<file path="config.mk">
export PLATFORM = sky130hd
export DESIGN_NAME = phase_sequencer
export DESIGN_NICKNAME = d
export VERILOG_FILES = /design/src/rtl/cpu_pkg.sv /design/src/rtl/phase_wait_timer.sv /design/src/rtl/phase_sequencer.sv
export SDC_FILE = /design/constraint.sdc
export NUM_CORES = 1
export LEC_CHECK = 0
export ABC_CLOCK_PERIOD_IN_PS = 1900
export BUFFER_PORTS_ARGS = -buffer_cell sky130_fd_sc_hd__buf_2
export CORE_MARGIN = 2
export CORE_UTILIZATION = 44
export DETAILED_ROUTE_END_ITERATION = 10
export GPL_TIMING_DRIVEN = 1
export HOLD_SLACK_MARGIN = 0.06
export PLACE_DENSITY = 0.73
export SYNTH_ARGS = -nofsm -noshare
export SYNTH_HDL_FRONTEND = slang
export SYNTH_HIERARCHICAL = 1
export SYNTH_SLANG_ARGS = --single-unit
</file>
<file path="constraint.sdc">
create_clock -name i_clk -period 1.9 [get_ports i_clk]
set_clock_uncertainty 0.2 [all_clocks]
set_input_delay 0.285 -clock i_clk [delete_from_list [all_inputs] [get_ports i_clk]]
set_output_delay 0.285 -clock i_clk [all_outputs]
set_load 0.02 [all_outputs]
</file>
<file path="src/rtl/cpu_pkg.sv">
// Shared CPU control definitions: sequencer state encoding and the one-hot phase bus layout
// used by the decoder, register file, ALU and memory interface.
package cpu_pkg;

  typedef enum logic [2:0] {
    StIdle,
    StF,
    StD,
    StE,
    StM,
    StW,
    StHalt
  } state_e;

  localparam int unsigned PHASE_W  = 5;

  localparam int unsigned PH_F_BIT = 0;
  localparam int unsigned PH_D_BIT = 1;
  localparam int unsigned PH_E_BIT = 2;
  localparam int unsigned PH_M_BIT = 3;
  localparam int unsigned PH_W_BIT = 4;

  localparam logic [PHASE_W-1:0] PH_F = 5'b00001;
  localparam logic [PHASE_W-1:0] PH_D = 5'b00010;
  localparam logic [PHASE_W-1:0] PH_E = 5'b00100;
  localparam logic [PHASE_W-1:0] PH_M = 5'b01000;
  localparam logic [PHASE_W-1:0] PH_W = 5'b10000;

  function automatic logic [PHASE_W-1:0] phase_of(input state_e s);
    logic [PHASE_W-1:0] ph;
    ph = '0;
    case (s)
      StF:     ph = PH_F;
      StD:     ph = PH_D;
      StE:     ph = PH_E;
      StM:     ph = PH_M;
      StW:     ph = PH_W;
      default: ph = '0;
    endcase
    return ph;
  endfunction

endpackage

</file>
<file path="src/rtl/phase_wait_timer.sv">
// Memory wait counter shared by the F and M phases; flags when MAX_WAIT stall cycles have
// accumulated since the last clear.
module phase_wait_timer #(
  parameter int unsigned MAX_WAIT = 15
) (
  input  logic i_clk,
  input  logic i_rst,
  input  logic i_clr,
  input  logic i_en,
  output logic o_timeout
);

  localparam int unsigned CntW = $clog2(MAX_WAIT + 1);

  logic [CntW-1:0] r_cnt;
  logic            w_at_max;

  assign w_at_max  = (r_cnt == CntW'(MAX_WAIT));
  assign o_timeout = w_at_max;

  // Saturates at MAX_WAIT; the owner leaves the stalling state before it matters.
  always_ff @(posedge i_clk) begin
    if (i_rst || i_clr) begin
      r_cnt <= '0;
    end else if (i_en && !w_at_max) begin
      r_cnt <= r_cnt + CntW'(1);
    end
  end

endmodule

</file>
<file path="src/rtl/phase_sequencer.sv">
// Multi-cycle CPU phase sequencer: drives the one-hot F/D/E/M/W phase bus and owns the PC.
// Optional performance counters are enabled by defining PHASE_SEQUENCER_PERF_EN.
module phase_sequencer
  import cpu_pkg::*;
#(
  parameter int unsigned PC_W     = 16,
  parameter int unsigned RESET_PC = 0,
  parameter int unsigned PC_STEP  = 4,
  parameter int unsigned MAX_WAIT = 15
) (
  input  logic               i_clk,
  input  logic               i_rst,
  input  logic               i_start,
  input  logic               i_imem_ready,
  input  logic               i_dmem_ready,
  input  logic               i_mem_op,
  input  logic               i_br_taken,
  input  logic [PC_W-1:0]    i_br_target,
  input  logic               i_halt_req,
  output logic [PHASE_W-1:0] o_phase,
  output logic [PC_W-1:0]    o_pc,
  output logic               o_retire,
  output logic               o_halted,
  output logic               o_bus_err
`ifdef PHASE_SEQUENCER_PERF_EN
  ,
  output logic [31:0]        o_cyc_cnt,
  output logic [31:0]        o_instret_cnt
`endif
);

  state_e             r_state;
  state_e             w_state_d;
  logic [PHASE_W-1:0] r_phase;
  logic [PC_W-1:0]    r_pc;
  logic               r_mem_op;
  logic               r_br_taken;
  logic [PC_W-1:0]    r_br_target;
  logic               r_halt;
  logic               r_bus_err;
  logic               w_timeout;
  logic               w_tmr_en;
  logic               w_tmr_clr;
  logic               w_err_set;

  phase_wait_timer #(
    .MAX_WAIT (MAX_WAIT)
  ) u_wait_timer (
    .i_clk     (i_clk),
    .i_rst     (i_rst),
    .i_clr     (w_tmr_clr),
    .i_en      (w_tmr_en),
    .o_timeout (w_timeout)
  );

  always_ff @(posedge i_clk) begin
    if (i_rst) begin
      r_state <= StIdle;
    end else begin
      r_state <= w_state_d;
    end
  end

  // A ready seen on the timeout cycle is checked first, so it wins over the error.
  always_comb begin
    w_state_d = r_state;
    w_tmr_en  = 1'b0;
    w_err_set = 1'b0;
    case (r_state)
      StIdle: if (i_start) w_state_d = StF;
      StF: begin
        if (i_imem_ready) begin
          w_state_d = StD;
        end else if (w_timeout) begin
          w_state_d = StHalt;
          w_err_set = 1'b1;
        end else begin
          w_tmr_en = 1'b1;
        end
      end
      StD: w_state_d = StE;
      StE: w_state_d = StM;
      StM: begin
        if (!r_mem_op || i_dmem_ready) begin
          w_state_d = StW;
        end else if (w_timeout) begin
          w_state_d = StHalt;
          w_err_set = 1'b1;
        end else begin
          w_tmr_en = 1'b1;
        end
      end
      StW:     w_state_d = r_halt ? StHalt : StF;
      StHalt:  w_state_d = StHalt;
      default: w_state_d = StIdle;
    endcase
    w_tmr_clr = (w_state_d != r_state);
  end

  always_comb begin
    o_phase   = r_phase;
    o_pc      = r_pc;
    o_retire  = (r_state == StW);
    o_halted  = (r_state == StHalt);
    o_bus_err = r_bus_err;
  end

  always_ff @(posedge i_clk) begin
    if (i_rst) begin
      r_phase     <= '0;
      r_pc        <= PC_W'(RESET_PC);
      r_mem_op    <= 1'b0;
      r_br_taken  <= 1'b0;
      r_br_target <= '0;
      r_halt      <= 1'b0;
      r_bus_err   <= 1'b0;
    end else begin
      r_phase <= phase_of(w_state_d);
      if (r_state == StE) begin
        r_mem_op    <= i_mem_op;
        r_br_taken  <= i_br_taken;
        r_br_target <= i_br_target;
        r_halt      <= i_halt_req;
      end
      if (r_state == StW) begin
        r_pc <= r_br_taken ? r_br_target : r_pc + PC_W'(PC_STEP);
      end
      if (w_err_set) begin
        r_bus_err <= 1'b1;
      end
    end
  end

`ifdef PHASE_SEQUENCER_PERF_EN
  logic [31:0] r_cyc_cnt;
  logic [31:0] r_instret_cnt;

  always_ff @(posedge i_clk) begin
    if (i_rst) begin
      r_cyc_cnt     <= '0;
      r_instret_cnt <= '0;
    end else begin
      if (r_state != StIdle && r_state != StHalt) begin
        r_cyc_cnt <= r_cyc_cnt + 32'd1;
      end
      if (r_state == StW) begin
        r_instret_cnt <= r_instret_cnt + 32'd1;
      end
    end
  end

  assign o_cyc_cnt     = r_cyc_cnt;
  assign o_instret_cnt = r_instret_cnt;
`endif

endmodule

</file>
==> results.ini <==
[sta]
timing.hold.ws_ns=0.100
min_period_over_period_pct=97.7
max_slew_margin_pct=71.6
rsz0062_at_grt=true
fmax_mhz=538
final-setup-viol-count=0
hold_viol_final=0
layout_min_cycle_time_ns=1.86
worstMarginPinSlew_ns=0.425
maxSlewViolCount=0

[synthesis]
yosysWarnings=6
ys.flop_type=dfxtp_1
syn_nets=310
ys_types=59
avgSynthCellArea_sq_um=8.37
synth_top_cell_area_share_pct=40.4
syn-cell-area_sq_um=2380
ys_seq_area_share_pct=40.4
synth_area_leaders=dfxtp_1, nand2_1, a21oi_1, nor2_1, a31oi_1
synth_edf_count=0
synthArstFlopShare_pct=0
netlist_instances=284
synthTopCellsByCount=nand2_1, dfxtp_1, a21oi_1
ys_ff_latch=48
yosysMostFrequentCell=nand2_1
yosysTopAreaCell=dfxtp_1

[finish]
nNetsFinal=387
fillers=486
final_util_pct=60.3
regArea_sq_um=966
drive_gt1_share_pct=30.9
area_growth_pct=31.3
diodes=0
multiInputGateArea_sq_um=1340

[floorplanning]
core-area_sq_um=5170
fp-row-count=26
num_io_pins=48
dieArea_sq_um=6000
die_w_um=77.5
start_util_pct=45.9
dieHeight_um=77.5

[drt]
via_per_inst=5.37
drt_iter0_drc=155
ant_nets=0
vias=2321
wire_per_inst_um=13.8
drc=0
drt_pre_antenna_iters=4
wirelength_mm=5.97

[placement]
dp_hpwl_mm=4.03
place.gp.congestion=0.900
portBuffers=47

[status]
status=completed

[clock_tree]
cts_tree=yes
cts_sinks=48
clk_path_buf_depth=2
clk_transition_reported_paths_ns=0.10
cts_buffers=5
root_buffer=clkbuf_8
clock_latency_ns=0.32
htreeDepth=2

[grt]
antenna_found_initial=0
gr-usage-all-layers_pct=19.0
grt_pass1_vias=2038
grt_first_pass_wirelength_mm=9.22
grt_overflow=0
grt_max_degree=29

[power]
peakVddDrop_v=0.000329
p_leak_nw=1.23
power.density_nw_per_um2=713

[job]
maxCapViolations=0

[critical_path]
arrival_ns=1.37
rrSetupSlack_ns=0.07
crit_path_end_kind=output port
critPathMaxFanout=15
cp-start-kind=flop
criticalPathCategory=reg -> out
worstPathRequired_ns=1.41

[worst_hold_path]
hold_class=in -> reg

cells by family after synthesis:
group,after synthesis,synth area share (%)
AOI/OAI and AO/OA,72,20.6
adders and majority gates,2,1.05
buffers and inverters,28,5.85
DFF,48,40.4
muxes,6,2.58
and+or+nand+nor,128,29.5
final cells by class:
type                       count  share of cell area (%)
multi-input combinational    208                    43.0
timing repair buffer          87                    18.8
tap                           70                    2.81
sequential                    48                    31.0
clock inverter                 3                   0.802
clock buffer                   5                    2.21
inverter                      11                    1.40
per-layer routing:
metal / vias up / wire, um / track usage (%) / part of all wire [%]
met3: 12 / 280 / 3.84 / 4.7
met5: - / 0 / 0 / 0
met4: 0 / 147 / 8.75 / 2.5
met2: 62 / 2780 / 29.6 / 47
met1: 1084 / 2760 / 25.3 / 46
li1: 1163 / - / - / -
state kept, by name, summed over array words and instances, names as in the netlist:
register / count
o_pc: 16
r_br_taken: 1
r_mem_op: 1
o_phase: 5
o_bus_err: 1
u_wait_timer/r_cnt: 4
r_halt: 1
r_br_target: 16
r_state: 3
report_power, final:
| part | switching, mW | leakage [nW] | internal (mW) |
|---|---|---|---|
| sequential | 0.0566 | 0.390 | 1.06 |
| combinational | 0.256 | 0.791 | 0.203 |
| clock | 0.379 | 0.0452 | 0.269 |
critical path, stage by stage, from the launching register on:
cell	delay, ns
dfxtp_1	0.41
buf_6	0.18
nand3b_4	0.11
inv_4	0.16
buf_2	0.19
path summary, 6_finish.rpt:
kind                         startpoint  cells past startpoint               endpoint
setup / recovery             r_state[0]                      4               o_retire
hold / removal                    i_rst                      2             r_state[1]
setup reg to reg  u_wait_timer/r_cnt[0]                      9  u_wait_timer/r_cnt[3]
hold reg to reg          r_br_target[8]                      2         r_br_target[8]
placed cells by master (no fill, tap or decap), types with 3 or more instances in the layout:
cell           netlist  layout
inv_1                8       8
clkbuf_8             0       5
buf_2                6      47
nor3_2               3       4
mux2i_1              5       5
o21ai_1              5       6
a32o_1               4       4
dlygate4sd3_1        0      19
nor2b_1              5       5
a21oi_1             30      29
nor2_1              18      16
dfxtp_1             48      44
nor3_1               7       6
and3_1               3       3
nand3_1              9       9
buf_4                3      20
nand2b_1             3       3
dfxtp_2              0       4
a31oi_1              9       9
nand2_1             56      56
nand4_1              4       4
what timing repair did:
item	CTS	global route
endpoints found under the setup margin	2	13
setup buffers	0	2
gates resized for setup	3	15
pin swaps	0	2
hold buffers	19	0
endpoints found under the hold margin	19	0
per-stage QoR:
stage / setup WS [ns] / instance area [sq um] / cells / power [mW] / TNS (ns)
global placement: 0.0668 / 2750 / 404 / 1.52 / 0
finish: 0.0430 / 3120 / 432 / 2.22 / 0
CTS: 0.00129 / 3040 / 431 / 2.20 / 0
detailed placement: 0.0213 / 2750 / 404 / 1.53 / 0
floorplan: 0.00507 / 2380 / 284 / 1.40 / 0
global route: -0.0182 / 3120 / 432 / 2.33 / -0.0310
No activity file was read; power rests on OpenSTA's default activity.
